`config.mk`:
```
export PLATFORM = sky130hd
export DESIGN_NAME = lsu_bus_master_flat
export DESIGN_NICKNAME = d
export VERILOG_FILES = /design/src/rtl/lsu_bus_master_if.sv /design/src/rtl/lsu_bus_master.sv /design/src/flat_wrapper.sv
export SDC_FILE = /design/constraint.sdc
export NUM_CORES = 1
export LEC_CHECK = 0
export ABC_AREA = 1
export BUFFER_PORTS_ARGS = -buffer_cell sky130_fd_sc_hd__buf_2
export CELL_PAD_IN_SITES_DETAIL_PLACEMENT = 1
export CELL_PAD_IN_SITES_GLOBAL_PLACEMENT = 1
export CORE_ASPECT_RATIO = 1.5
export CORE_MARGIN = 5
export CORE_UTILIZATION = 27
export DETAILED_ROUTE_END_ITERATION = 16
export GPL_ROUTABILITY_DRIVEN = 0
export PLACE_DENSITY_LB_ADDON = 0.1
export RECOVER_POWER = 50
export SYNTH_ARGS = -nofsm -noshare
export SYNTH_HDL_FRONTEND = slang
export SYNTH_SLANG_ARGS = --single-unit
```
`constraint.sdc`:
```
create_clock -name clk_i -period 1.1 [get_ports clk_i]
set_input_delay 0.165 -clock clk_i [delete_from_list [all_inputs] [get_ports clk_i]]
set_output_delay 0.165 -clock clk_i [all_outputs]
set_load 0.03 [all_outputs]
```
`src/rtl/lsu_bus_master_if.sv`:
```
// Wishbone classic bus between the LSU bus master and a slave.
// Master drives cyc/stb/we/adr/dat/sel; slave answers with dat/ack/err.
interface lsu_bus_master_if;
   logic        wb_cyc_o;
   logic        wb_stb_o;
   logic        wb_we_o;
   logic [31:0] wb_adr_o;
   logic [31:0] wb_dat_o;
   logic [3:0]  wb_sel_o;
   logic [31:0] wb_dat_i;
   logic        wb_ack_i;
   logic        wb_err_i;

   modport master (
      output wb_cyc_o, wb_stb_o, wb_we_o, wb_adr_o, wb_dat_o, wb_sel_o,
      input  wb_dat_i, wb_ack_i, wb_err_i
   );

   modport slave (
      input  wb_cyc_o, wb_stb_o, wb_we_o, wb_adr_o, wb_dat_o, wb_sel_o,
      output wb_dat_i, wb_ack_i, wb_err_i
   );
endinterface

```
`src/rtl/lsu_bus_master.sv`:
```
// LSU to Wishbone single-access bus master (IDLE -> BUS -> DONE).
// Define LSU_TIMEOUT_EN to abort a BUS phase after TIMEOUT_CYCLES cycles without response.
module lsu_bus_master #(
   parameter logic [7:0] TIMEOUT_CYCLES = 8'd255
) (
   input  logic        clk_i,
   input  logic        rst_i,
   input  logic [31:0] lsu_addr_i,
   input  logic [31:0] lsu_dat_i,
   input  logic [3:0]  lsu_sel_i,
   input  logic        lsu_we_i,
   input  logic        lsu_re_i,
   output logic [31:0] lsu_dat_o,
   output logic        lsu_stall_o,
   output logic        lsu_done_o,
   output logic        lsu_err_o,
   output logic [1:0]  dbg_state_o,
   lsu_bus_master_if.master wb
);

   typedef enum logic [1:0] {
      IDLE = 2'd0,
      BUS  = 2'd1,
      DONE = 2'd2
   } state_t;

   state_t state;

`ifdef LSU_TIMEOUT_EN
   logic [7:0] tmo_cnt;
`endif

   // Handshake: a request (lsu_we_i|lsu_re_i) is taken only in IDLE; the LSU must
   // hold it while lsu_stall_o is high and treats lsu_done_o as completion.
   assign lsu_stall_o = ((state == IDLE) && (lsu_we_i || lsu_re_i)) || (state == BUS);
   assign dbg_state_o = state;

   always_ff @(posedge clk_i) begin
      if (rst_i) begin
         state       <= IDLE;
         wb.wb_cyc_o <= 1'b0;
         wb.wb_stb_o <= 1'b0;
         wb.wb_we_o  <= 1'b0;
         wb.wb_adr_o <= 32'd0;
         wb.wb_dat_o <= 32'd0;
         wb.wb_sel_o <= 4'd0;
         lsu_dat_o   <= 32'd0;
         lsu_done_o  <= 1'b0;
         lsu_err_o   <= 1'b0;
`ifdef LSU_TIMEOUT_EN
         tmo_cnt     <= 8'd0;
`endif
      end else begin
         lsu_done_o <= 1'b0;
         lsu_err_o  <= 1'b0;
         case (state)
            IDLE: begin
               if (lsu_we_i || lsu_re_i) begin
                  wb.wb_adr_o <= lsu_addr_i;
                  wb.wb_dat_o <= lsu_dat_i;
                  wb.wb_we_o  <= lsu_we_i;
                  wb.wb_sel_o <= lsu_we_i ? lsu_sel_i : 4'b1111;
                  wb.wb_cyc_o <= 1'b1;
                  wb.wb_stb_o <= 1'b1;
                  state       <= BUS;
`ifdef LSU_TIMEOUT_EN
                  tmo_cnt     <= 8'd0;
`endif
               end
            end
            BUS: begin
               // err is checked first so a simultaneous ack never updates read data
               if (wb.wb_err_i) begin
                  wb.wb_cyc_o <= 1'b0;
                  wb.wb_stb_o <= 1'b0;
                  lsu_done_o  <= 1'b1;
                  lsu_err_o   <= 1'b1;
                  state       <= DONE;
               end else if (wb.wb_ack_i) begin
                  wb.wb_cyc_o <= 1'b0;
                  wb.wb_stb_o <= 1'b0;
                  lsu_done_o  <= 1'b1;
                  if (!wb.wb_we_o) lsu_dat_o <= wb.wb_dat_i;
                  state       <= DONE;
               end
`ifdef LSU_TIMEOUT_EN
               // counter reads N-1 during the Nth BUS cycle
               else if (tmo_cnt == TIMEOUT_CYCLES - 8'd1) begin
                  wb.wb_cyc_o <= 1'b0;
                  wb.wb_stb_o <= 1'b0;
                  lsu_done_o  <= 1'b1;
                  lsu_err_o   <= 1'b1;
                  state       <= DONE;
               end else begin
                  tmo_cnt <= tmo_cnt + 8'd1;
               end
`endif
            end
            DONE: begin
               state <= IDLE;
            end
            default: begin
               state <= IDLE;
            end
         endcase
      end
   end

endmodule

```
`src/flat_wrapper.sv`:
```
// flat-port wrapper written by rule: the top's interface ports become plain ports
module lsu_bus_master_flat 
#(
   parameter logic [7:0] TIMEOUT_CYCLES = 8'd255
)
  (clk_i, rst_i, lsu_addr_i, lsu_dat_i, lsu_sel_i, lsu_we_i, lsu_re_i, lsu_dat_o, lsu_stall_o, lsu_done_o, lsu_err_o, dbg_state_o, wb_wb_cyc_o, wb_wb_stb_o, wb_wb_we_o, wb_wb_adr_o, wb_wb_dat_o, wb_wb_sel_o, wb_wb_dat_i, wb_wb_ack_i, wb_wb_err_i);
  lsu_bus_master_if wb_i ();
  input  logic clk_i;
  input  logic rst_i;
  input  logic [31:0] lsu_addr_i;
  input  logic [31:0] lsu_dat_i;
  input  logic [3:0] lsu_sel_i;
  input  logic lsu_we_i;
  input  logic lsu_re_i;
  output logic [31:0] lsu_dat_o;
  output logic lsu_stall_o;
  output logic lsu_done_o;
  output logic lsu_err_o;
  output logic [1:0] dbg_state_o;
  output wire logic [$bits(wb_i.wb_cyc_o)-1:0] wb_wb_cyc_o;
  output wire logic [$bits(wb_i.wb_stb_o)-1:0] wb_wb_stb_o;
  output wire logic [$bits(wb_i.wb_we_o)-1:0] wb_wb_we_o;
  output wire logic [$bits(wb_i.wb_adr_o)-1:0] wb_wb_adr_o;
  output wire logic [$bits(wb_i.wb_dat_o)-1:0] wb_wb_dat_o;
  output wire logic [$bits(wb_i.wb_sel_o)-1:0] wb_wb_sel_o;
  input wire logic [$bits(wb_i.wb_dat_i)-1:0] wb_wb_dat_i;
  input wire logic [$bits(wb_i.wb_ack_i)-1:0] wb_wb_ack_i;
  input wire logic [$bits(wb_i.wb_err_i)-1:0] wb_wb_err_i;
  assign wb_wb_cyc_o = wb_i.wb_cyc_o;
  assign wb_wb_stb_o = wb_i.wb_stb_o;
  assign wb_wb_we_o = wb_i.wb_we_o;
  assign wb_wb_adr_o = wb_i.wb_adr_o;
  assign wb_wb_dat_o = wb_i.wb_dat_o;
  assign wb_wb_sel_o = wb_i.wb_sel_o;
  assign wb_i.wb_dat_i = wb_wb_dat_i;
  assign wb_i.wb_ack_i = wb_wb_ack_i;
  assign wb_i.wb_err_i = wb_wb_err_i;
  lsu_bus_master #(.TIMEOUT_CYCLES(TIMEOUT_CYCLES)) u_core (.clk_i(clk_i), .rst_i(rst_i), .lsu_addr_i(lsu_addr_i), .lsu_dat_i(lsu_dat_i), .lsu_sel_i(lsu_sel_i), .lsu_we_i(lsu_we_i), .lsu_re_i(lsu_re_i), .lsu_dat_o(lsu_dat_o), .lsu_stall_o(lsu_stall_o), .lsu_done_o(lsu_done_o), .lsu_err_o(lsu_err_o), .dbg_state_o(dbg_state_o), .wb(wb_i));
endmodule
```
-- Word level (Yosys, flattened, before mapping)
Cells that the tools add are included.
- input port bits: 106
- bits in registers: 106
- reductions and logical operators: 10
- eq/ne operators: 3
- muxes and demuxes: 12
- bitwise operators: 3
- operators by type and width (operator ; count):
    $mux 1 ; 6
    $mux 2 ; 3
    $mux 4 ; 1
    $pmux 2 s2 ; 1
    $reduce_and 2->1 ; 2
    $reduce_and 4->1 ; 1
    $ne 3x3->1 const B ; 1
    $not 1->1 ; 3
    $reduce_and 3->1 ; 1
    $eq 2x1->1 const B ; 1
    $logic_not 2->1 ; 1
    $logic_or 1x1->1 ; 2
    $ne 2x2->1 const B ; 1
    $pmux 1 s2 ; 1
    $reduce_bool 2->1 ; 1
    $reduce_or 2->1 ; 1
    $logic_and 1x1->1 ; 1

-- Depth between registers and ports, before layout
Gate-level depths: netlist of the first run.
- depth in word-level cells: 3
- mapped depth: 8
- gate-level depth less buffers: 6

-- Worst setup path before layout of the first run
No wires, ideal clock.
- path kind: register -> output
- start point: register u_core.state[1], in the netlist u_core.dbg_state_o[1]
- end point: output port lsu_stall_o
- stages on the path, launching flop included: 6
- path slack: -271 ps
- arrival time: 1206 ps
- data required time: 935 ps
- buffers on the path: 2
- cell sequence: dfxtp_1 > nor2_2 > nand2_2 > buf_6 > buf_6 > nand2_1
- word-level cells in the longest chain between the ends: 3
- elaborated cells between the ends (all ways): 4
- RTL lines (item ; RTL line ; source):
    start, declared ; lsu_bus_master.sv:27 ; state_t state;
    start signal, assigned ; lsu_bus_master.sv:40 ; state <= IDLE;
    start signal, assigned ; lsu_bus_master.sv:65 ; state <= BUS;
    start signal, assigned ; lsu_bus_master.sv:78 ; state <= DONE;
    $logic_not 2->1 ; lsu_bus_master.sv:35 ; assign lsu_stall_o = ((state == IDLE) && (lsu_we_i || lsu_re_i)) || (state == BUS);
    $logic_and 1x1->1 ; lsu_bus_master.sv:35 ;
    $logic_or 1x1->1 (*) ; lsu_bus_master.sv:35 ;
    end, declared ; flat_wrapper.sv:16 ; output logic lsu_stall_o;
Every way passes the cells marked *; elsewhere a longest branch is shown, timed or not.

-- Final worst setup path of the first run
Ends and elaborated chain as after synthesis.

==> results of run 1 <==
[metrics by stage]
stage          instances  instance area (um2)
6_report             957                 6230
5_1_grt              957                 6230
4_1_cts              955                 6170
3_5_place_dp         923                 5360
3_3_place_gp         923                 5360
2_1_floorplan        538                 4070
[layout make-up]
cell class	instances	area share
sequential	106	0.343
timing repair buffer	247	0.282
multi-input combinational	353	0.257
clock buffer	10	0.0402
tap	196	0.0394
inverter	40	0.0261
clock inverter	4	0.0119
antenna	1	0.000402
[cell usage after synthesis]
cell	number	area, um2
nand2_1	41	154
dfxtp_1	106	2120
o21ai_0	65	325
buf_4	4	30.0
nand2_2	1	6.26
buf_6	4	45.0
inv_4	1	6.26
clkbuf_1	15	56.3
buf_1	5	18.8
nor2_1	192	721
nor3_1	1	5.00
nor2_4	1	11.3
nand4_1	32	200
inv_2	1	3.75
inv_1	38	143
a21oi_1	3	15.0
buf_8	1	15.0
o21ai_1	3	15.0
nand3_1	1	5.00
buf_2	9	45.0
nor2_2	13	81.3
buf_12	1	20.0
[what timing repair did]
action / 4_1_cts / 5_1_grt
gates cloned: 9 / 0
buffers inserted: 9 / 1
gates resized for setup: 59 / 19
setup endpoints to repair: 113 / 114
pin swaps: 2 / 3
[worst paths after layout]
path / to / from / cells after the start
max: lsu_stall_o / u_core.dbg_state_o[1] / 5
min: u_core.wb.wb_dat_o[2] / lsu_dat_i[2] / 3
max reg2reg: u_core.wb.wb_adr_o[25] / u_core.dbg_state_o[0] / 8
min reg2reg: u_core.wb.wb_adr_o[4] / u_core.wb.wb_adr_o[4] / 2
[worst max-delay path: stages, from the launching register on]
cell and delay (ns):
dfxtp_4 0.36, inv_1 0.05, nand2_1 0.09, buf_4 0.16
nand2_4 0.06, buf_6 0.12
[per-layer routing]
| metal | up-vias | track usage | wire length (um) |
|---|---|---|---|
| met4 | 2 | 0.0584 | 283 |
| met5 | - | 0 | 7 |
| met3 | 24 | 0.0477 | 1120 |
| met2 | 137 | 0.326 | 8440 |
| li1 | 2128 | - | - |
| met1 | 1976 | 0.178 | 5390 |
[report_power, final]
part | switching (uW) | internal (uW)
sequential | 197 | 4190
combinational | 1770 | 1170
clock | 1440 | 2110
[state kept, by name (all words and copies together), names as in the netlist]
| register | cells |
|---|---|
| u_core.dbg_state_o | 2 |
| u_core.lsu_dat_o | 32 |
| u_core.lsu_done_o | 1 |
| u_core.lsu_err_o | 1 |
| u_core.wb.wb_adr_o | 32 |
| u_core.wb.wb_dat_o | 32 |
| u_core.wb.wb_sel_o | 4 |
| u_core.wb.wb_stb_o | 1 |
| u_core.wb.wb_we_o | 1 |
[cell families after synthesis]
family          after synthesis
compound gates               71
buf+inv                      79
flops                       106
simple gates                282
==> summary.txt, run 1 <==
measured slew at the worst slew-check pin: 0.234 ns
Critical Path Fanout Max: 3
final worst-path cycle share: 1.23
Core Rows: 54
Initial Util: 0.276
share of post-route cells with drive strength above 1: 0.387
Worst Skew: 0.00457 ns
Worst Path Required: 0.94 ns
critical path class: reg -> out
minimum clock period: 1.35 ns
Avg Cell Area, Syn: 7.52 um2
drt wl/cell: 15.9 um
Worst setup EP type: output pin
final setup vio count: 104
worst-case clock buffer depth: 2
vias in the first global route: 4,493
Synth Area in Compound Gates: 0.0879
Max-Cap Viols: 0
clock slew at reported path FFs: 0.07 ns
total grt overflow: 0
Seq/Total Area, Yosys: 0.525
area share of and/or/nand/nor cells after synthesis: 0.293
dpl hpwl: 10.5 mm
hold crit path type: in -> reg
power consumption: 10,900 uW
Pleak: 0.00314 uW
Multi-input gate area: 0.00160 mm2
GRT Util Overall: 0.173
num ports: 214
utilization after layout: 0.425
DRC: 0
Worst-Skew Late Latency: 0.34 ns
Core Region: 0.0147 mm2
Syn Nets: 644
max_slew headroom: 0.844
Mapped Cells: 538
worst reg-to-reg setup slack: -0.23 ns
Storage cell area: 0.00213 mm2
CTS Buf Count: 9
1st-iter DRT viols: 111
setup TNS: -16.42 ns
arrival time at the worst endpoint: 1.19 ns
RSZ-0062 raised after global routing: yes
post-synthesis mux area share: 0
outcome: finished with violations
final hold vios: 0
Filler Cell Count: 1,852
TritonCTS clock tree: yes
Max VDD drop: 0.796 mV
P per Cell Area: 1750 mW/mm2
Clock Sinks: 106
hold buffer count at cts: 0
final worst-path setup slack: -0.255 ns
worst slack at placement: -0.0837 ns
first-pass GRT wire length: 23.5 mm
Hold Slack: 0.0574 ns
First-pass DRT Iterations: 4
largest net degree at the start of global routing: 51
failing checks: setup timing
Final nets: 863
Avg Vias per Cell: 4.46
Synth cell types: 22
Final ANT Viol Nets: 0
CTS H-Tree Depth: 3
commonest non-fill, non-tap cell in the layout: nor2_1
initial antenna violation count: 2
Final Max Tran Viols: 0
CP startpoint kind: flip-flop
Layout area overhead: 54.0%
Root Buffer: clkbuf_16
area of the mapped netlist: 0.00404 mm2
Die ar.: 0.0176 mm2
port bufs: 213
Peak Freq: 738 MHz
Syn. warnings: 0
main combinational cell family by area after synthesis: simple AND/OR/NAND/NOR gates
flip-flop and latch count after synthesis: 106
Vias: 4,267
Post-Synth XOR/XNOR Area: 0
most frequent cells in the layout: 192 x nor2_1, 160 x buf_2, 101 x dfxtp_1
die width: 110 um
adder-cell share of the synthesized area: 0
Die Y: 160 um
Post-Route WL: 15.3 mm
Power figures use the tool's default switching activity.
==> run 2: changes to the inputs <==
ABC_AREA = not set   (was 1)
CORE_UTILIZATION = 29   (was 27)
==> run 2 against run 1 <==
  * The run still ends with setup timing left
  * Clock-buffer cell count grew 1
  * Synthesized cell count shrank 12%
  * Critical endpoint unchanged
  * Worst setup slack worse by 0.018 ns
  * Hold slack lost 0.00051 ns
  * Maximum frequency shrank 1.3%
  * Clock power shrank 15%
  * Die area decreased by 3.1%
  * Critical path depth unchanged
  * Largest cell class is now multi-input gates
==> summary.txt, run 2 <==
outcome: finished with violations
failing checks: setup timing
non-filler cells, final: 895 (-6.5%)
R2R Path End: u_core.lsu_dat_o[20]
Main synth FF type: dfxtp_1
CTS H-Tree Depth: 3 (unchanged)
final setup vio count: 104 (unchanged)
dpl hpwl: 10.5 mm (-0.21%)
die width: 108 um (-1.5%)
first-pass GRT wire length: 23.5 mm (about the same)
Worst-Skew Late Latency: 0.34 ns (about the same)
Initial Util: 0.292 (+0.0160)
port bufs: 213 (unchanged)
hold crit path type: in -> reg
GRT Util Overall: 0.175 (+0.00225)
Core Rows: 54 (unchanged)
Die ar.: 0.0170 mm2 (-3.1%)
area of the mapped netlist: 0.00420 mm2 (+3.8%)
Core Region: 0.0144 mm2 (-1.8%)
worst-case clock buffer depth: 2 (unchanged)
Max-Cap Viols: 0 (unchanged)
final worst-path setup slack: -0.273 ns (-0.0181 ns)
Clock Sinks: 106 (unchanged)
Max VDD drop: 0.701 mV (-12%)
hold buffer count at cts: 0 (unchanged)
Vias: 4,321 (+1.3%)
top-area cell type share of the netlist area: 0.505 (-0.0194)
Worst Path Required: 0.94 ns (about the same)
Root Buffer: clkbuf_16
RSZ-0062 raised after global routing: yes
First-pass DRT Iterations: 4 (unchanged)
P per Cell Area: 1440 mW/mm2 (-17%)
top post-synthesis cells by area: dfxtp_1 51%, nand2b_1 9.8%, a21oi_1 8.5%, mux2i_1 7.6%, nand3_1 7.6%
placed cell area: 0.00562 mm2 (+4.8%)
Final nets: 800 (-7.3%)
power consumption: 10,200 uW (-6.2%)
Filler Cell Count: 1,698 (-8.3%)
TritonCTS clock tree: yes
CP startpoint kind: flip-flop
flip-flop and latch count after synthesis: 106 (unchanged)
Syn Nets: 580 (-9.9%)
Die Y: 157 um (-1.6%)
Critical Path Fanout Max: 3 (unchanged)
Layout area overhead: 68.4%
largest area contributor in the netlist: dfxtp_1
Syn. warnings: 0 (unchanged)
Crit. Startpoint: u_core.dbg_state_o[0]
measured slew at the worst slew-check pin: 0.456 ns (+0.222 ns)
worst reg-to-reg setup slack: -0.26 ns (-0.03 ns)
Avg Vias per Cell: 4.83 (+8.3%)
Post-synth EDFFs: 0 (unchanged)
top cells by count, synth: 106 x dfxtp_1, 71 x a21oi_1, 66 x nand2b_1, 64 x nand3_1, 41 x o21ai_1
minimum clock period: 1.37 ns (+0.0181 ns)
Avg Cell Area, Syn: 8.86 um2 (+18%)
clock slew at reported path FFs: 0.07 ns (about the same)
most frequent cells in the layout: 151 x buf_2, 101 x dfxtp_1, 65 x nand2b_1
critical path class: reg -> out
share of post-route cells with drive strength above 1: 0.559 (+0.173)
FF-to-FF Start: u_core.dbg_state_o[1]
total grt overflow: 0 (unchanged)
FF-to-FF path depth: 5 (-3)
Worst Skew: 0.00760 ns (+0.00302 ns)
1st-iter DRT viols: 128 (+15%)
vias in the first global route: 4,511 (+0.40%)
Final ANT Viol Nets: 0 (unchanged)
Top Registers: u_core.lsu_dat_o: 32 flops, u_core.wb.wb_adr_o: 32 flops, u_core.wb.wb_dat_o: 32 flops
Peak Freq: 728 MHz (-1.3%)
count leader, synth: dfxtp_1
post-synthesis async set-or-reset flop share: 0 (unchanged)
Worst setup EP type: output pin
Hold Slack: 0.0568 ns (-0.000515 ns)
CTS Buf Count: 9 (unchanged)
worst setup path endpoint: lsu_stall_o
Seq/Total Area, Yosys: 0.505 (-0.0194)
utilization after layout: 0.491 (+0.0667)
Post-Route WL: 16.5 mm (+8.0%)
final hold vios: 0 (unchanged)
Mapped Cells: 474 (-12%)
commonest non-fill, non-tap cell in the layout: buf_2
Synth cell types: 20 (-9.1%)
Pleak: 0.00298 uW (-5.1%)
max_slew headroom: 0.696 (-0.148)
largest net degree at the start of global routing: 49 (-3.9%)
Final Max Tran Viols: 0 (unchanged)
num ports: 214 (unchanged)
arrival time at the worst endpoint: 1.21 ns (+0.02 ns)
initial antenna violation count: 0 (-2)
DRC: 0 (unchanged)
ANT cells: 0 (-1)
drt wl/cell: 18.4 um (+15%)
Cells after DPL: 858 (-7.0%)
final worst-path cycle share: 1.25 (+0.0165)
final instance area: 0.00707 mm2 (+14%)
[run 2: cell count changes after synthesis, moves of 6 or more]
cell / change
o21ai_0: -40
nor2_1: -185
clkbuf_1: +22
a21oi_1: +68
inv_1: -37
nand2b_1: +66
nand3_1: +63
buf_2: -6
o21ai_1: +38
nor2_2: -13
nand2_1: -39
mux2i_1: +32
nand4_1: -32
[run 2: area by class of cell]
class                           count  area (um2)  area share
Clock buffer                       11         233      0.0329
Clock inverter                      5        37.5     0.00531
Inverter                            1        3.75    0.000531
Multi-Input combinational cell    319        2490       0.353
Sequential cell                   106        2140       0.302
Tap cell                          196         245      0.0347
Timing Repair Buffer              257        1920       0.272
[run 2: critical path, cell delays in order, from the launching register on]
cell and delay (ns):
dfxtp_4 0.36, buf_6 0.12, nor2_4 0.12, nand2_2 0.08, nand2_2 0.06, buf_6 0.13
[run 2: how the worst min path moves through the flow]
stage	start	endpoint	depth (start not counted)
floorplan	lsu_addr_i[24]	u_core.wb.wb_adr_o[24]	2
global placement	lsu_dat_i[4]	u_core.wb.wb_dat_o[4]	3
detailed placement	lsu_dat_i[30]	u_core.wb.wb_dat_o[30]	3
CTS	lsu_dat_i[20]	u_core.wb.wb_dat_o[20]	3
global route	lsu_dat_i[20]	u_core.wb.wb_dat_o[20]	3
finish	lsu_dat_i[20]	u_core.wb.wb_dat_o[20]	3
[run 2: layer usage]
| metal | vias up | GRT usage | share of wire |
|---|---|---|---|
| met5 | - | 0 | 0 |
| met4 | 0 | 0.0542 | 0.011 |
| met3 | 10 | 0.0513 | 0.068 |
| met2 | 135 | 0.330 | 0.56 |
| met1 | 2085 | 0.186 | 0.36 |
| li1 | 2091 | - | - |
[run 2: through the flow]
step | worst slack [ns] | TNS, ns
floorplan | -0.369 | -18.46
global placement | -0.202 | -12.03
detailed placement | -0.267 | -15.69
CTS | -0.289 | -22.58
global route | -0.338 | -27.28
finish | -0.273 | -21.17
[run 2: repair_timing]
| item | in CTS | in global routing |
|---|---|---|
| endpoints found under the setup margin | 108 | 124 |
| pin swaps | 2 | 79 |
| gates resized for setup | 22 | 183 |
| setup buffers | 3 | 4 |
| gates cloned | 5 | 9 |
[run 2: kinds of logic after synthesis]
family / count (synthesis) / synth area share
mux: 32 / 0.0763
flops: 106 / 0.505
compound gates: 137 / 0.163
buf+inv: 49 / 0.0527
simple gates: 150 / 0.202
[run 2: where the power goes]
group / total [uW] / internal, uW / switching [uW] / leakage [uW]
registers: 4250 / 4100 / 154 / 0.000872
logic: 2920 / 1250 / 1670 / 0.00197
clock network: 3030 / 1560 / 1470 / 0.000135
total: 10200 / 6900 / 3300 / 0.00298
==> run 3: changes to the inputs <==
==> constraint.sdc (replaced) <==
create_clock -name clk_i -period 1.1 [get_ports clk_i]
set_input_delay 0.055 -clock clk_i [delete_from_list [all_inputs] [get_ports clk_i]]
set_output_delay 0.055 -clock clk_i [all_outputs]
set_load 0.03 [all_outputs]
==> run 3 against run 2 <==
  * The flow still finishes with violations (setup timing)
  * Hold slack got worse by 0.037 ns
  * Non-clock buffer count rose by 89
  * Register-to-register slack got worse by 0.06 ns
  * Via count rose by 9.1%
  * Largest cell class is now non-clock buffers
==> summary.txt, run 3 (synthesis gave the netlist of run 2 again) <==
outcome: finished with violations
failing checks: setup timing
arrival time at the worst endpoint: 1.69 ns (+0.48 ns)
final hold vios: 0 (unchanged)
1st-iter DRT viols: 137 (+7.0%)
Comb power frac: 0.270 (-0.016)
commonest non-fill, non-tap cell in the layout: buf_2
Worst Path Required: 1.37 ns (+0.43 ns)
Root Buffer: clkbuf_16
placed cell area: 0.00561 mm2 (-0.27%)
initial antenna violation count: 0 (unchanged)
TritonCTS clock tree: yes
final setup vio count: 102 (-1.9%)
final instance area: 0.00755 mm2 (+6.8%)
Max VDD drop: 0.806 mV (+15%)
Core Rows: 54 (unchanged)
met3 wire length: 970 um (-13%)
CP peak stage delay: 0.35 ns (about the same)
cell family with most CP delay: simple AND/OR/NAND/NOR gates
DRT met1 WL: 6.64 mm (+12%)
Die ar.: 0.0170 mm2 (unchanged)
worst reg-to-reg setup slack: -0.32 ns (-0.06 ns)
Hold Path Cell Cnt: 2 (-1)
R2R Path End: u_core.lsu_dat_o[30]
Worst Skew: 0.0127 ns (+0.00515 ns)
Critical Path Stages: 5 (unchanged)
vias in the first global route: 5,128 (+14%)
worst-case clock buffer depth: 2 (unchanged)
CTS Buf Count: 9 (unchanged)
critical path class: reg -> reg
Top Registers: u_core.lsu_dat_o: 32 flops, u_core.wb.wb_adr_o: 32 flops, u_core.wb.wb_dat_o: 32 flops
CTS H-Tree Depth: 3 (unchanged)
Critical Path Fanout Max: 16 (+13)
Peak Freq: 705 MHz (-3.3%)
measured slew at the worst slew-check pin: 0.289 ns (-0.167 ns)
Final nets: 889 (+11%)
Clock Sinks: 106 (unchanged)
FF-to-FF Start: u_core.dbg_state_o[1]
Pleak: 0.00326 uW (+9.3%)
Final Max Tran Viols: 0 (unchanged)
max_slew headroom: 0.806 (+0.110)
Final ANT Viol Nets: 0 (unchanged)
final worst-path cycle share: 1.29 (+0.0419)
Crit. Startpoint: u_core.dbg_state_o[1]
final worst-path setup slack: -0.319 ns (-0.0461 ns)
Initial Util: 0.292 (unchanged)
clock slew at reported path FFs: 0.07 ns (about the same)
sw power: 3180 uW (-3.6%)
minimum clock period: 1.42 ns (+0.0461 ns)
worst setup path endpoint: u_core.lsu_dat_o[30]
num ports: 214 (unchanged)
most frequent cells in the layout: 206 x buf_2, 104 x dfxtp_1, 100 x dlygate4sd3_1
CP max-delay cell: dfxtp_4
critical path cell sequence: nand2b_4, nor4b_4, buf_4, buf_12, mux2i_1
Worst-Skew Late Latency: 0.35 ns (about the same)
Buf/Inv on CP: 2 (unchanged)
drt wl/cell: 17.6 um (-4.4%)
power consumption: 10,400 uW (+2.4%)
share of post-route cells with drive strength above 1: 0.435 (-0.125)
switching part of the total: 0.304 (-0.0190)
hold crit path type: in -> reg
DRC: 0 (unchanged)
P_int: 7270 uW (+5.3%)
FF-to-FF path depth: 5 (unchanged)
Die Y: 157 um (unchanged)
setup TNS: -20.16 ns (+1.01 ns)
Post-Route WL: 17.3 mm (+5.1%)
Max-Cap Viols: 0 (unchanged)
first-pass GRT wire length: 26.3 mm (+12%)
die width: 108 um (unchanged)
Vias: 4,713 (+9.1%)
sequential share of power: 0.405 (-0.012)
P per Cell Area: 1380 mW/mm2 (-4.1%)
GRT Util Overall: 0.193 (+0.0177)
port bufs: 213 (unchanged)
Layout area overhead: 79.9%
Worst setup EP type: flip-flop
dpl hpwl: 10.3 mm (-1.7%)
total grt overflow: 0 (unchanged)
clock share of power: 0.325 (+0.028)
Avg Vias per Cell: 4.79 (-0.79%)
CP startpoint kind: flip-flop
max layer used: met4
largest net degree at the start of global routing: 65 (+33%)
RSZ-0062 raised after global routing: yes
metal2 WL: 9.17 mm (-0.59%)
First-pass DRT Iterations: 4 (unchanged)
Core Region: 0.0144 mm2 (unchanged)
==> run 3: cell types whose count changed in the layout (fill, tap and decap cells not counted), sizes merged <==
cell         change
bufbuf           -1
clkinvlp         +1
bufinv           +1
buf             +39
inv              -3
diode            +1
clkbuf          -48
dlygate4sd3    +100
clkinv           -1
==> run 3: layout make-up <==
class	instances	area, um2
Fill cell	1690	6840
Timing Repair Buffer	346	2600
Multi-Input combinational cell	319	2260
Sequential cell	106	2130
Clock buffer	12	268
Tap cell	196	245
Clock inverter	3	46.3
Inverter	1	3.75
Antenna cell	1	2.50
==> run 3: repair_timing <==
item | 4_1_cts | 5_1_grt
gates cloned | 4 | 3
hold endpoints to repair | 100 | 0
setup buffers | 6 | 3
setup endpoints to repair | 104 | 105
hold buffers | 100 | 0
pin swaps | 19 | 24
resized for setup | 42 | 76
==> run 3: routing by layer <==
metal / global-route usage / vias to the layer above
met3: 0.0455 / 38
met5: 0 / -
met2: 0.352 / 155
met1: 0.214 / 2261
met4: 0.0770 / 0
li1: - / 2259
==> run 3: worst min-delay path by stage <==
stage | from | to
6_report | wb_wb_err_i | u_core.lsu_err_o
5_1_grt | wb_wb_err_i | u_core.lsu_err_o
4_1_cts | wb_wb_err_i | u_core.lsu_err_o
3_5_place_dp | lsu_dat_i[5] | u_core.wb.wb_dat_o[5]
3_3_place_gp | lsu_dat_i[30] | u_core.wb.wb_dat_o[30]
2_1_floorplan | lsu_addr_i[24] | u_core.wb.wb_adr_o[24]
==> run 3: power groups by stage <==
stage | Sequential [uW] | Combinational (uW) | Clock, uW
finish | 4230 | 2820 | 3400
global route | 4270 | 3000 | 3630
CTS | 4230 | 2680 | 3520
detailed placement | 4310 | 2080 | 0
global placement | 4300 | 2040 | 0
floorplan | 4810 | 816 | 0
==> run 3: stage by stage <==
stage / hold slack (ns) / cells / setup slack, ns / util
floorplan: 0.203 / 474 / -0.369 / -
global placement: 0.306 / 856 / -0.192 / 0.390
detailed placement: 0.316 / 856 / -0.247 / 0.390
CTS: 0.00397 / 980 / -0.254 / 0.504
global route: 0.0121 / 983 / -0.362 / 0.525
finish: 0.0199 / 984 / -0.319 / 0.525
